[config.mk]
export PLATFORM = sky130hd
export DESIGN_NAME = miriscv_rf_bist
export DESIGN_NICKNAME = d
export VERILOG_FILES = /design/src/rtl/miriscv_rf_bist_pkg.sv /design/src/rtl/miriscv_lfsr32.sv /design/src/rtl/miriscv_rf_bist.sv
export SDC_FILE = /design/constraint.sdc
export NUM_CORES = 1
export LEC_CHECK = 0
export ABC_AREA = 1
export BUFFER_PORTS_ARGS = -buffer_cell sky130_fd_sc_hd__buf_4
export CORE_MARGIN = 2
export CORE_UTILIZATION = 45
export CTS_BUF_LIST = sky130_fd_sc_hd__clkbuf_2
export CTS_CLUSTER_DIAMETER = 150
export DETAILED_ROUTE_END_ITERATION = 8
export GPL_TIMING_DRIVEN = 0
export PLACE_DENSITY = 0.73
export SYNTH_ARGS = -nofsm -noshare
export SYNTH_HDL_FRONTEND = slang
export SYNTH_SLANG_ARGS = --single-unit
[constraint.sdc]
create_clock -name clk_i -period 3.7 [get_ports clk_i]
set_input_delay 0.925 -clock clk_i [delete_from_list [all_inputs] [get_ports clk_i]]
set_output_delay 0.925 -clock clk_i [all_outputs]
set_load 0.005 [all_outputs]
[src/rtl/miriscv_rf_bist_pkg.sv]
// Shared definitions for the register-file BIST: FSM encoding, LFSR polynomial,
// register-file geometry and the LFSR next-state function.
package miriscv_rf_bist_pkg;

  // BIST controller states; encoding is fixed so software/debug views stay stable
  typedef enum logic [1:0] {
    StIdle  = 2'd0,
    StWrite = 2'd1,
    StRead  = 2'd2,
    StDone  = 2'd3
  } bist_state_e;

  localparam logic [31:0] LFSR_POLY = 32'h8020_0003;
  localparam int unsigned RF_DEPTH  = 32;
  localparam int unsigned RF_AW     = 5;

  // Highest register index; the phase change is decided on this value, never on wrap-around
  localparam logic [RF_AW-1:0] RF_LAST = RF_AW'(RF_DEPTH - 1);

  localparam int unsigned ERR_W   = 7;
  localparam logic [ERR_W-1:0] ERR_MAX = '1;

  // Galois right-shift step: feed the polynomial back whenever a one falls out of bit 0
  function automatic logic [31:0] lfsr_next(input logic [31:0] s);
    lfsr_next = (s >> 1) ^ (s[0] ? LFSR_POLY : 32'h0000_0000);
  endfunction

endpackage

[src/rtl/miriscv_lfsr32.sv]
// 32-bit Galois LFSR with synchronous reload. Reset and load both restore the seed;
// load wins over step so the controller can restart the sequence on any cycle.
module miriscv_lfsr32
  import miriscv_rf_bist_pkg::*;
(
  input  logic        clk_i,
  input  logic        reset,
  input  logic        load_i,
  input  logic [31:0] seed_i,
  input  logic        step_i,
  output logic [31:0] q_o
);

  logic [31:0] lfsr_q;

  // Seed on reset/load, otherwise advance one step when requested
  always_ff @(posedge clk_i) begin
    if (reset) begin
      lfsr_q <= seed_i;
    end else if (load_i) begin
      lfsr_q <= seed_i;
    end else if (step_i) begin
      lfsr_q <= lfsr_next(lfsr_q);
    end
  end

  assign q_o = lfsr_q;

endmodule

[src/rtl/miriscv_rf_bist.sv]
// Register-file BIST initiator. Fills every register with an LFSR word, then reads
// each register on both read ports and compares against a regenerated LFSR stream.
// Reports pass/fail, a saturating mismatch count and the first failing address.
module miriscv_rf_bist
  import miriscv_rf_bist_pkg::*;
#(
  parameter logic [31:0] SEED    = 32'h0000_0001,
  parameter bit          SKIP_X0 = 1'b1
) (
  input  logic             clk_i,
  input  logic             reset,
  input  logic             start_i,
  output logic [RF_AW-1:0] rf_addr1_o,
  output logic [RF_AW-1:0] rf_addr2_o,
  output logic [RF_AW-1:0] rf_addr3_o,
  output logic [31:0]      rf_wd_o,
  output logic             rf_we_o,
  input  logic [31:0]      rf_rd1_i,
  input  logic [31:0]      rf_rd2_i,
  output logic             busy_o,
  output logic             done_o,
  output logic             pass_o,
  output logic [ERR_W-1:0] err_cnt_o,
  output logic [RF_AW-1:0] first_err_addr_o
);

  // An all-zero seed would lock the LFSR at zero forever
  localparam logic [31:0] SEED_EFF = (SEED == 32'h0000_0000) ? 32'h0000_0001 : SEED;

  // x0 is hardwired in the real RF, so the write sweep can start at x1
  localparam logic [RF_AW-1:0] CNT_FIRST = SKIP_X0 ? RF_AW'(1) : RF_AW'(0);

  bist_state_e      state_q;
  logic [RF_AW-1:0] cnt_q;
  logic [ERR_W-1:0] err_cnt_q;
  logic [ERR_W-1:0] err_cnt_d;
  logic [RF_AW-1:0] first_err_q;

  logic [31:0]      lfsr_q;
  logic             lfsr_load;
  logic             lfsr_step;

  logic             is_write;
  logic             is_read;
  logic             start_ok;
  logic             at_last;
  logic             x0_hole;
  logic [31:0]      exp_data;
  logic             err_a;
  logic             err_b;
  logic [1:0]       err_inc;
  logic [ERR_W:0]   err_sum;

  miriscv_lfsr32 u_lfsr (
    .clk_i  (clk_i),
    .reset  (reset),
    .load_i (lfsr_load),
    .seed_i (SEED_EFF),
    .step_i (lfsr_step),
    .q_o    (lfsr_q)
  );

  // Phase decode, LFSR control and read-back comparison
  always_comb begin
    is_write = (state_q == StWrite);
    is_read  = (state_q == StRead);
    start_ok = start_i && ((state_q == StIdle) || (state_q == StDone));
    at_last  = (cnt_q == RF_LAST);

    // x0 reads as zero and consumes no LFSR word
    x0_hole  = SKIP_X0 && (cnt_q == '0);
    exp_data = x0_hole ? 32'h0000_0000 : lfsr_q;

    // Restart the sequence when a run begins and again when the read sweep begins
    lfsr_load = start_ok || (is_write && at_last);
    lfsr_step = is_write || (is_read && !x0_hole);

    // Check A: port 1 against the model; check B: port 2 against port 1
    err_a   = is_read && (rf_rd1_i != exp_data);
    err_b   = is_read && (rf_rd2_i != rf_rd1_i);
    err_inc = {1'b0, err_a} + {1'b0, err_b};
    err_sum = {1'b0, err_cnt_q} + {{(ERR_W-1){1'b0}}, err_inc};
    err_cnt_d = err_sum[ERR_W] ? ERR_MAX : err_sum[ERR_W-1:0];
  end

  // Controller FSM with sweep counter, error counter and first-error latch
  always_ff @(posedge clk_i) begin
    if (reset) begin
      state_q     <= StIdle;
      cnt_q       <= '0;
      err_cnt_q   <= '0;
      first_err_q <= '0;
    end else begin
      unique case (state_q)
        StIdle: begin
          if (start_i) begin
            state_q <= StWrite;
            cnt_q   <= CNT_FIRST;
          end
        end
        StWrite: begin
          if (at_last) begin
            state_q <= StRead;
            cnt_q   <= '0;
          end else begin
            cnt_q <= cnt_q + RF_AW'(1);
          end
        end
        StRead: begin
          err_cnt_q <= err_cnt_d;
          // A zero count means no earlier error, since the count never decreases in a run
          if ((err_a || err_b) && (err_cnt_q == '0)) begin
            first_err_q <= cnt_q;
          end
          if (at_last) begin
            state_q <= StDone;
            cnt_q   <= '0;
          end else begin
            cnt_q <= cnt_q + RF_AW'(1);
          end
        end
        StDone: begin
          if (start_i) begin
            state_q     <= StWrite;
            cnt_q       <= CNT_FIRST;
            err_cnt_q   <= '0;
            first_err_q <= '0;
          end
        end
        default: begin
          state_q <= StIdle;
        end
      endcase
    end
  end

  // Outputs decode straight from state registers; RF signals are quiet outside the sweeps
  always_comb begin
    rf_we_o          = is_write;
    rf_addr3_o       = is_write ? cnt_q : '0;
    rf_wd_o          = is_write ? lfsr_q : 32'h0000_0000;
    rf_addr1_o       = is_read ? cnt_q : '0;
    rf_addr2_o       = is_read ? cnt_q : '0;
    busy_o           = is_write || is_read;
    done_o           = (state_q == StDone);
    pass_o           = done_o && (err_cnt_q == '0);
    err_cnt_o        = err_cnt_q;
    first_err_addr_o = first_err_q;
  end

endmodule
==> flow_metrics.tcl, run 1 <==
set metrics [dict create \
    cts_inserted_buffers 5 \
    layout_min_cycle_time_ps 3360 \
    setup_viol_count_final 0 \
    finClkSkew_ps 42.0 \
    nets 867 \
    synth_cells 655 \
    synthMuxAreaShare_pct 0 \
    syn_avg_cell_area_um2 5.81 \
    avgRoutedWirePerCell_um 12.6 \
    rsz0062_at_grt "no" \
    crit_arrival_ps 3800 \
    fin_crit_sh_pct 90.7 \
    place_ws_ps 298 \
    tightest_slew_ps 576 \
    synthesis.nets 731 \
    drt_first_pass_iters 5 \
    yosys.area_share.adder_pct 3.16 \
    fin_tns_setup_ps 0 \
    cts.repair.resized 0 \
    pin_count 130 \
    hold_buffers 0 \
    synth_simple_gate_area_share_pct 40.1 \
    synth_compound_area_share_pct 9.50 \
    maxSlewHeadroom_pct 61.2 \
    setup.worst_path.start_class "register" \
    synthFlopType "dfxtp_1" \
    yosysTopAreaCellShare_pct 26.8 \
    crit_fanout 10 \
    grt.overflow.total 0 \
    p_leak_nw 2.73 \
    vias 4429 \
    mostFrequentLayoutCell "nand2_1" \
    die_y_um 96.0 \
    synthTopCellsByArea "dfxtp_1 (27%), nand2_1 (21%), inv_1 (10%)" \
    htreeDepth 2 \
    start_util_pct 46.3 \
    path_clk_slew_ps 290 \
    synth_xor_area_share_pct 5.52 \
    grt_pass1_vias 3867 \
    grt.met2_usage_pct 40.4 \
    hold_viol_final 0 \
    path_class "register to register" \
    status "finished clean" \
    utilization_pct 60.5 \
    ys_seq_area_share_pct 26.8 \
    port_buffers 129 \
    hpwl_um 9070 \
    fp.dieW_um 96.0 \
    routed_wl_um 11300 \
    syn_area_mm2 0.00381 \
    areaGrowthSynthToFinish_pct 30.7 \
    num-fill-cells 829 \
    drtIter0Drc 251 \
    cp.required_ps 4150 \
    top_usage_layer "met2" \
    power_density_mw_per_mm2 514 \
    synth_cell_types 31 \
    synth-seq-cells 51 \
    rows 33 \
    globalRouteMet1Util_pct 34.6 \
    use_met3_pct 3.52 \
    maxCapViolCount 0 \
    ys_warn_count 0 \
    hp-class "register to register" \
    vdd_drop_max_mv 0.248 \
    layout_setup_ws_ps 345 \
    via_per_inst 4.94 \
    slew_viol_final 0 \
    cts_root_buffer "clkbuf_2" \
    cts_buffer_depth 2 \
    synthArstFlopShare_pct 0 \
    synth_top_family_by_area "simple AND/OR/NAND/NOR gates" \
    grt_pass1_wl_um 18100 \
    cts_setup_buffers 0 \
    clkSinkCount 51 \
    dieArea_mm2 0.00921 \
    drive_above_1_share_pct 20.5 \
    track_usage_pct 25.1 \
    synth.largest_area_cell "dfxtp_1" \
    grt_start_max_net_pins 17 \
    synth-edff-count 0 \
    worstSkewPairLatency_ps 480 \
    layout_common_cells "nand2_1 (209), buf_4 (136), inv_1 (101)" \
    antenna_cells 0 \
    end_kind "register" \
    drc 0 \
    ant_nets 0 \
    coreArea_mm2 0.00822 \
    cts_tree "built" \
    worst_hold_slack_ps 481 \
    grt_antenna_before_repair 0 \
    place_congestion 0.833 \
    clock.fmax_mhz 298 \
]
[cell families (layout without fill, tap and decap cells)]
logic type / after synthesis / count (layout)
compound gates: 68 / 68
simple gates: 370 / 370
xor+xnor: 24 / 24
fa+ha+maj: 9 / 9
flops: 51 / 51
buf+inv: 133 / 270
[critical path, stage by stage, from the launching register on]
cell     delay, ps
dfxtp_1        510
inv_1           90
ha_1           200
inv_1           50
nor2_1          40
nand2_2         70
buf_6          150
buf_4          200
nand3_1         90
nand2_1         70
nand3_1        100
nor2_1         130
nand2_1         60
nor2_1         180
a21oi_1        120
fa_1           440
ha_1           220
nand2_1         70
inv_1           50
nand2_1         70
nor2_1          70
o21ai_0        160
nand2_1         70
a21oi_1        120
[sequential cells by signal, indices dropped and copies added (netlist names)]
signal / cells
cnt_q: 5
err_cnt_o: 7
first_err_addr_o: 5
state_q: 2
u_lfsr.q_o: 32
[Yosys cell counts, drive strengths merged (5+ instances only)]
cell    number
nand2      213
inv        101
nor2        91
dfxtp       51
nand3       45
o21ai       37
a21oi       24
clkbuf      18
xnor2       14
buf         13
xor2        10
ha           8
or2          7
nand3b       5
[final cells by class]
type / count / area, um2 / share of cell area, %
Tap cell: 105 / 131 / 2.64
Buffer: 31 / 183 / 3.67
Timing Repair Buffer: 129 / 968 / 19.5
Clock buffer: 5 / 25.0 / 0.503
Sequential cell: 51 / 1020 / 20.5
Multi-Input combinational cell: 471 / 2220 / 44.6
Clock inverter: 3 / 42.5 / 0.855
Inverter: 102 / 383 / 7.70
[where the power goes]
part | internal [mW] | total [mW] | leakage [nW] | switching [mW]
clock | 0.115 | 0.305 | 0.0410 | 0.191
combinational | 0.519 | 1.37 | 2.27 | 0.855
sequential | 0.687 | 0.878 | 0.414 | 0.191
[final timing paths]
kind,to,from,depth (start not counted),slack (ps)
worst min register to register,first_err_addr_o[3],first_err_addr_o[3],2,480
worst max register to register,err_cnt_o[4],cnt_q[0],23,340
worst min-delay path,first_err_addr_o[3],first_err_addr_o[3],2,480
worst max-delay path,err_cnt_o[4],cnt_q[0],23,340
[through the flow]
step	cells	total power [mW]	instance area, um2
after global placement	889	2.22	4910
after CTS	897	2.55	4970
after detailed placement	889	2.25	4910
after floorplan	655	1.74	3810
after global routing	897	2.78	4970
final	897	2.56	4970
[per-layer routing]
layer	vias to the layer above	part of all wire, %
met5	-	0
met4	0	2.0
met3	17	8.1
met2	161	45
met1	1985	45
li1	2266	-
Note: power is estimated with default switching activity, not from simulation.
==> run 2, diff against run 1 <==
Settings changed: CELL_PAD_IN_SITES_DETAIL_PLACEMENT set to 1, CELL_PAD_IN_SITES_GLOBAL_PLACEMENT set to 2, CORE_UTILIZATION 45 to 26, PLACE_DENSITY 0.73 to unset, PLACE_DENSITY_LB_ADDON set to 0.1.
==> run 2 against run 1 <==
Effect of this change: sequential cell count stayed put; clock skew is 14 ps lower; critical path depth is 17 lower; sequential power is 0.7% lower; global-route usage is 7.4 points lower; maximum frequency is 2.1% lower; count of clock-buffer cells in the layout stayed put; via count is 0.50% lower; utilization is 25 points lower; critical endpoint is now rf_wd_o[2].
==> flow_metrics.tcl, run 2 (synthesis gave the netlist of run 1 again) <==
set metrics [dict create \
    status "finished clean" \
    coreArea_mm2 0.0144 \
    hp-class "register to register" \
    grt.met2_usage_pct 33.0 \
    fin_area_mm2 0.00506 \
    htreeDepth 2 \
    mostFrequentLayoutCell "nand2_1" \
    place_congestion 0.795 \
    track_usage_pct 17.7 \
    r2r_setup_slack_ps 340 \
    via_per_inst 4.51 \
    reg2reg_depth 23 \
    crit_fanout 10 \
    cts_inserted_buffers 5 \
    hp-start "first_err_addr_o[0]" \
    maxSlewHeadroom_pct 52.2 \
    postPlaceCellArea_mm2 0.00500 \
    worst_hold_slack_ps 486 \
    clock.fmax_mhz 292 \
    hpwl_um 11300 \
    layout_common_cells "nand2_1 (209), buf_4 (138), inv_1 (101)" \
    seq_area_mm2 0.00103 \
    grt.overflow.total 0 \
    whs_path_depth 2 \
    vdd_drop_max_mv 0.242 \
    routed_wl_um 14000 \
    worstHoldEndpoint "first_err_addr_o[0]" \
    setup_viol_count_final 0 \
    cts_tree "built" \
    cts_buffer_depth 2 \
    fin_crit_sh_pct 92.6 \
    drtIter0Drc 143 \
    power_density_mw_per_mm2 509 \
    layout_min_cycle_time_ps 3430 \
    grt_pass1_vias 4494 \
    num-fill-cells 1946 \
    swShare_pct 51.0 \
    top_usage_layer "met2" \
    avgRoutedWirePerCell_um 14.3 \
    antenna_cells 0 \
    cts_root_buffer "clkbuf_2" \
    multiInputGateArea_mm2 0.00222 \
    areaGrowthSynthToFinish_pct 33.1 \
    intPower_mw 1.26 \
    end_kind "output pin" \
    rsz0062_at_grt "no" \
    clkSinkCount 51 \
    globalRouteMet1Util_pct 21.7 \
    fin_tns_setup_ps 0 \
    tightest_slew_ps 710 \
    drt_first_pass_iters 4 \
    crit_arrival_ps 2500 \
    finClkSkew_ps 28.5 \
    grt_pass1_wl_um 22600 \
    die_y_um 125 \
    start_util_pct 26.4 \
    setup.worst_path.start_class "register" \
    grt_start_max_net_pins 16 \
    nets 869 \
    p_sw_mw 1.32 \
    maxCapViolCount 0 \
    drc 0 \
    cp.required_ps 2770 \
    ant_nets 0 \
    path_class "register to output pin" \
    drive_above_1_share_pct 20.8 \
    dieArea_mm2 0.0156 \
    rows 44 \
    combinationalPowerShare_pct 57.0 \
    fp.dieW_um 125 \
    vias 4407 \
    hold_buffers 0 \
    pin_count 130 \
    use_met3_pct 2.82 \
    slew_viol_final 0 \
    worstSkewPairLatency_ps 460 \
    path_clk_slew_ps 290 \
    power_frac_clock_pct 9.2 \
    largest_register_ff_count 32 \
    power_frac_seq_pct 33.8 \
    port_buffers 129 \
    p_leak_nw 2.72 \
    reg2reg_from "cnt_q[1]" \
    grt_antenna_before_repair 0 \
    hold_viol_final 0 \
    r2r-end "err_cnt_o[4]" \
    utilization_pct 35.1 \
]
-- run 2: worst max path at each step --
stage | start | slack (ps) | cells after the start | to
after floorplan | rf_rd1_i[25] | 830 | 16 | err_cnt_o[4]
after global placement | rf_rd1_i[17] | 230 | 17 | err_cnt_o[4]
after detailed placement | rf_rd1_i[17] | 140 | 17 | err_cnt_o[4]
after CTS | cnt_q[0] | 150 | 23 | err_cnt_o[4]
after global routing | cnt_q[1] | 30 | 23 | err_cnt_o[4]
final | state_q[0] | 270 | 6 | rf_wd_o[2]
-- run 2: final cells by class --
cell class,instances,area share (%)
Inverter,102,7.56
Sequential cell,51,20.3
Clock inverter,3,0.296
Clock buffer,5,0.494
Buffer,31,3.61
Timing Repair Buffer,131,19.4
Tap cell,184,4.55
Multi-Input combinational cell,471,43.8
-- run 2: worst max-delay path, stage by stage (launching register included) --
cell and delay, ps:
dfxtp_1 470, ha_1 280, clkbuf_1 550, clkbuf_1 450, nand2_1 100, inv_1 90
buf_4 110
-- run 2: layer usage --
layer / share of wire [%] / vias to the layer above
li1: - / 2264
met1: 44 / 2059
met2: 51 / 78
met3: 4.2 / 6
met4: 0.68 / 0
met5: 0 / -
-- run 2: per-stage QoR --
step	cells	worst slack, ps	power (mW)
2_1_floorplan	655	835	1.74
3_3_place_gp	968	229	2.31
3_5_place_dp	968	143	2.36
4_1_cts	976	145	2.60
5_1_grt	978	31.3	2.84
6_report	978	273	2.58
-- run 2: power by group through the flow --
stage	registers (mW)	logic [mW]	clock network, mW
3_3_place_gp	0.886	1.43	0
3_5_place_dp	0.891	1.47	0
4_1_cts	0.878	1.48	0.248
2_1_floorplan	0.822	0.922	0
6_report	0.872	1.47	0.238
5_1_grt	0.902	1.67	0.265
-- run 2: what timing repair did --
action,4_1_cts,5_1_grt
endpoints found under the setup margin,0,6
gates resized for setup,0,3
hold endpoints to repair,0,0
setup buffers,0,2
==> run 3, diff against run 2 <==
Settings changed: BUFFER_PORTS_ARGS -buffer_cell sky130_fd_sc_hd__buf_4 to unset, CORE_UTILIZATION 26 to 33, DONT_BUFFER_PORTS set to 1, GPL_TIMING_DRIVEN 0 to 1.
==> run 3 against run 2 <==
Effect of this change: register-to-register slack better by 140 ps; maximum frequency up 6.3%; sequential cell count unchanged; non-clock buffer count down 156; worst hold slack improved by 4.1 ps; via count shrank 13%; sequential share of layout area is 5.8 points higher; clock skew up 6.1 ps; sequential power increased by 1%; final area down 22%; count of clock-buffer cells in the layout is the same; largest power group unchanged; highest routed layer unchanged.
==> flow_metrics.tcl, run 3 (synthesis gave the netlist of run 1 again) <==
set metrics [dict create \
    vdd_drop_max_mv 0.558 \
    cts_inserted_buffers 5 \
    layout_min_cycle_time_ps 3220 \
    cts_root_buffer "clkbuf_2" \
    port_buffers 0 \
    setup.worst_path.start_class "register" \
    cp.required_ps 4100 \
    fp.dieW_um 111 \
    routed_wl_um 12000 \
    start_util_pct 33.6 \
    drive_above_1_share_pct 4.39 \
    cts_tree "built" \
    postPlaceCellArea_mm2 0.00386 \
    largest_register_ff_count 32 \
    hold_viol_final 0 \
    areaGrowthSynthToFinish_pct 3.22 \
    power_density_mw_per_mm2 590 \
    crit_fanout 33 \
    grt_start_max_net_pins 66 \
    hp-class "input port to register" \
    dieArea_mm2 0.0124 \
    pin_count 130 \
    setup_viol_count_final 0 \
    rows 39 \
    grt_antenna_before_repair 0 \
    grt_pass1_vias 3924 \
    reg2reg_depth 24 \
    critPathCapture "err_cnt_o[4]" \
    p_leak_nw 2.00 \
    track_usage_pct 18.9 \
    end_kind "register" \
    finClkSkew_ps 34.6 \
    path_class "register to register" \
    whs_path_depth 1 \
    r2r-end "err_cnt_o[4]" \
    layout_setup_ws_ps 475 \
    clock.fmax_mhz 310 \
    hpwl_um 8970 \
    ant_nets 0 \
    fin_area_mm2 0.00393 \
    grt_pass1_wl_um 19200 \
    cts_buffer_depth 2 \
    status "finished clean" \
    drc 0 \
    maxSlewHeadroom_pct 50.1 \
    htreeDepth 2 \
    tightest_slew_ps 746 \
    num-fill-cells 1561 \
    clkSinkCount 51 \
    avgRoutedWirePerCell_um 15.3 \
    slew_viol_final 0 \
    drtIter0Drc 167 \
    via_per_inst 4.91 \
    crit_arrival_ps 3620 \
    place_ws_ps 392 \
    die_y_um 111 \
    antenna_cells 0 \
    r2r_setup_slack_ps 480 \
    path_clk_slew_ps 290 \
    grt.overflow.total 0 \
    dp.cells 772 \
    nets 713 \
    fin_crit_sh_pct 87.2 \
    final_cells 781 \
    reg2reg_from "cnt_q[0]" \
    coreArea_mm2 0.0113 \
    vias 3837 \
    maxCapViolCount 0 \
    crit_start "cnt_q[0]" \
    mostFrequentLayoutCell "nand2_1" \
    drt_first_pass_iters 4 \
    place_congestion 0.801 \
    worstSkewPairLatency_ps 460 \
    layout_common_cells "nand2_1 (209), inv_1 (101), nor2_1 (90)" \
]
==> run 3: changes by cell type in the layout (fill, tap and decap cells not counted) <==
cell,before,now
buf_4,138,4
dfxtp_2,1,2
buf_2,1,0
dfxtp_4,1,0
clkbuf_2,6,5
o21ai_2,0,1
clkbuf_16,0,1
clkinv_1,3,2
o21ai_0,37,36
clkinv_4,0,1
buf_12,0,1
buf_6,5,0
clkbuf_1,17,0
==> run 3: worst min path at each step <==
stage,from,to,slack [ps]
6_report,reset,cnt_q[1],490
4_1_cts,reset,cnt_q[4],440
3_5_place_dp,first_err_addr_o[2],first_err_addr_o[2],470
2_1_floorplan,first_err_addr_o[0],first_err_addr_o[0],460
5_1_grt,reset,cnt_q[0],410
3_3_place_gp,first_err_addr_o[4],first_err_addr_o[4],460
==> run 3: timing repair <==
item                       CTS  global route
setup endpoints to repair    0             2
setup buffers                0             0
hold buffers                 0             0
gates resized for setup      0             2
==> run 3: final cells by class <==
cell class              instances  area, um2  area share, %
repair buffers                  6       75.1           1.91
clock buffers                   5       25.0          0.637
clock inverters                 3       20.0          0.510
well taps                     143        179           4.55
inverters                     102        383           9.75
flip-flops and latches         51       1020           26.1
multi-input cells             471       2220           56.6
==> run 3: through the flow <==
step           power, mW  util [%]  hold WS (ps)  TNS (ps)
6_report            2.32      34.7           490         0
5_1_grt             2.57      34.7           407    -0.284
4_1_cts             2.29      34.5           443         0
3_5_place_dp        2.03      34.1           469         0
3_3_place_gp        2.00      34.1           464         0
2_1_floorplan       1.74         -           455         0
==> run 3: worst max-delay path, cell delays in order (launching register included) <==
cell and delay [ps]:
dfxtp_2 460, inv_1 80, ha_1 190, inv_1 50, nor2_1 40, nand2_2 140, buf_12 220, nand2_1 70
nand2_1 60, nand2_1 50, inv_1 60, nand2_1 50, nor2_1 80, nand2_1 80, nor2_1 150, a21oi_1 110
fa_1 450, ha_1 220, nand2_1 70, inv_1 50, nand2_1 70, nor2_1 60, o21ai_0 150, nand2_1 60
a21oi_1 130
==> run 3: per-layer routing <==
metal  wire (um)  vias to the layer above  global-route usage, %
met5           0                        -                      0
met4         102                        0                   3.79
met3         648                        6                   3.97
met2        5880                       89                   33.9
met1        5350                     1790                   23.5
li1            -                     1952                      -
==> run 3: report_power, final <==
| group | internal, mW | switching (mW) | total [mW] |
|---|---|---|---|
| combinational | 0.374 | 0.814 | 1.19 |
| clock | 0.0456 | 0.200 | 0.246 |
| sequential | 0.689 | 0.193 | 0.883 |
| total | 1.11 | 1.21 | 2.32 |
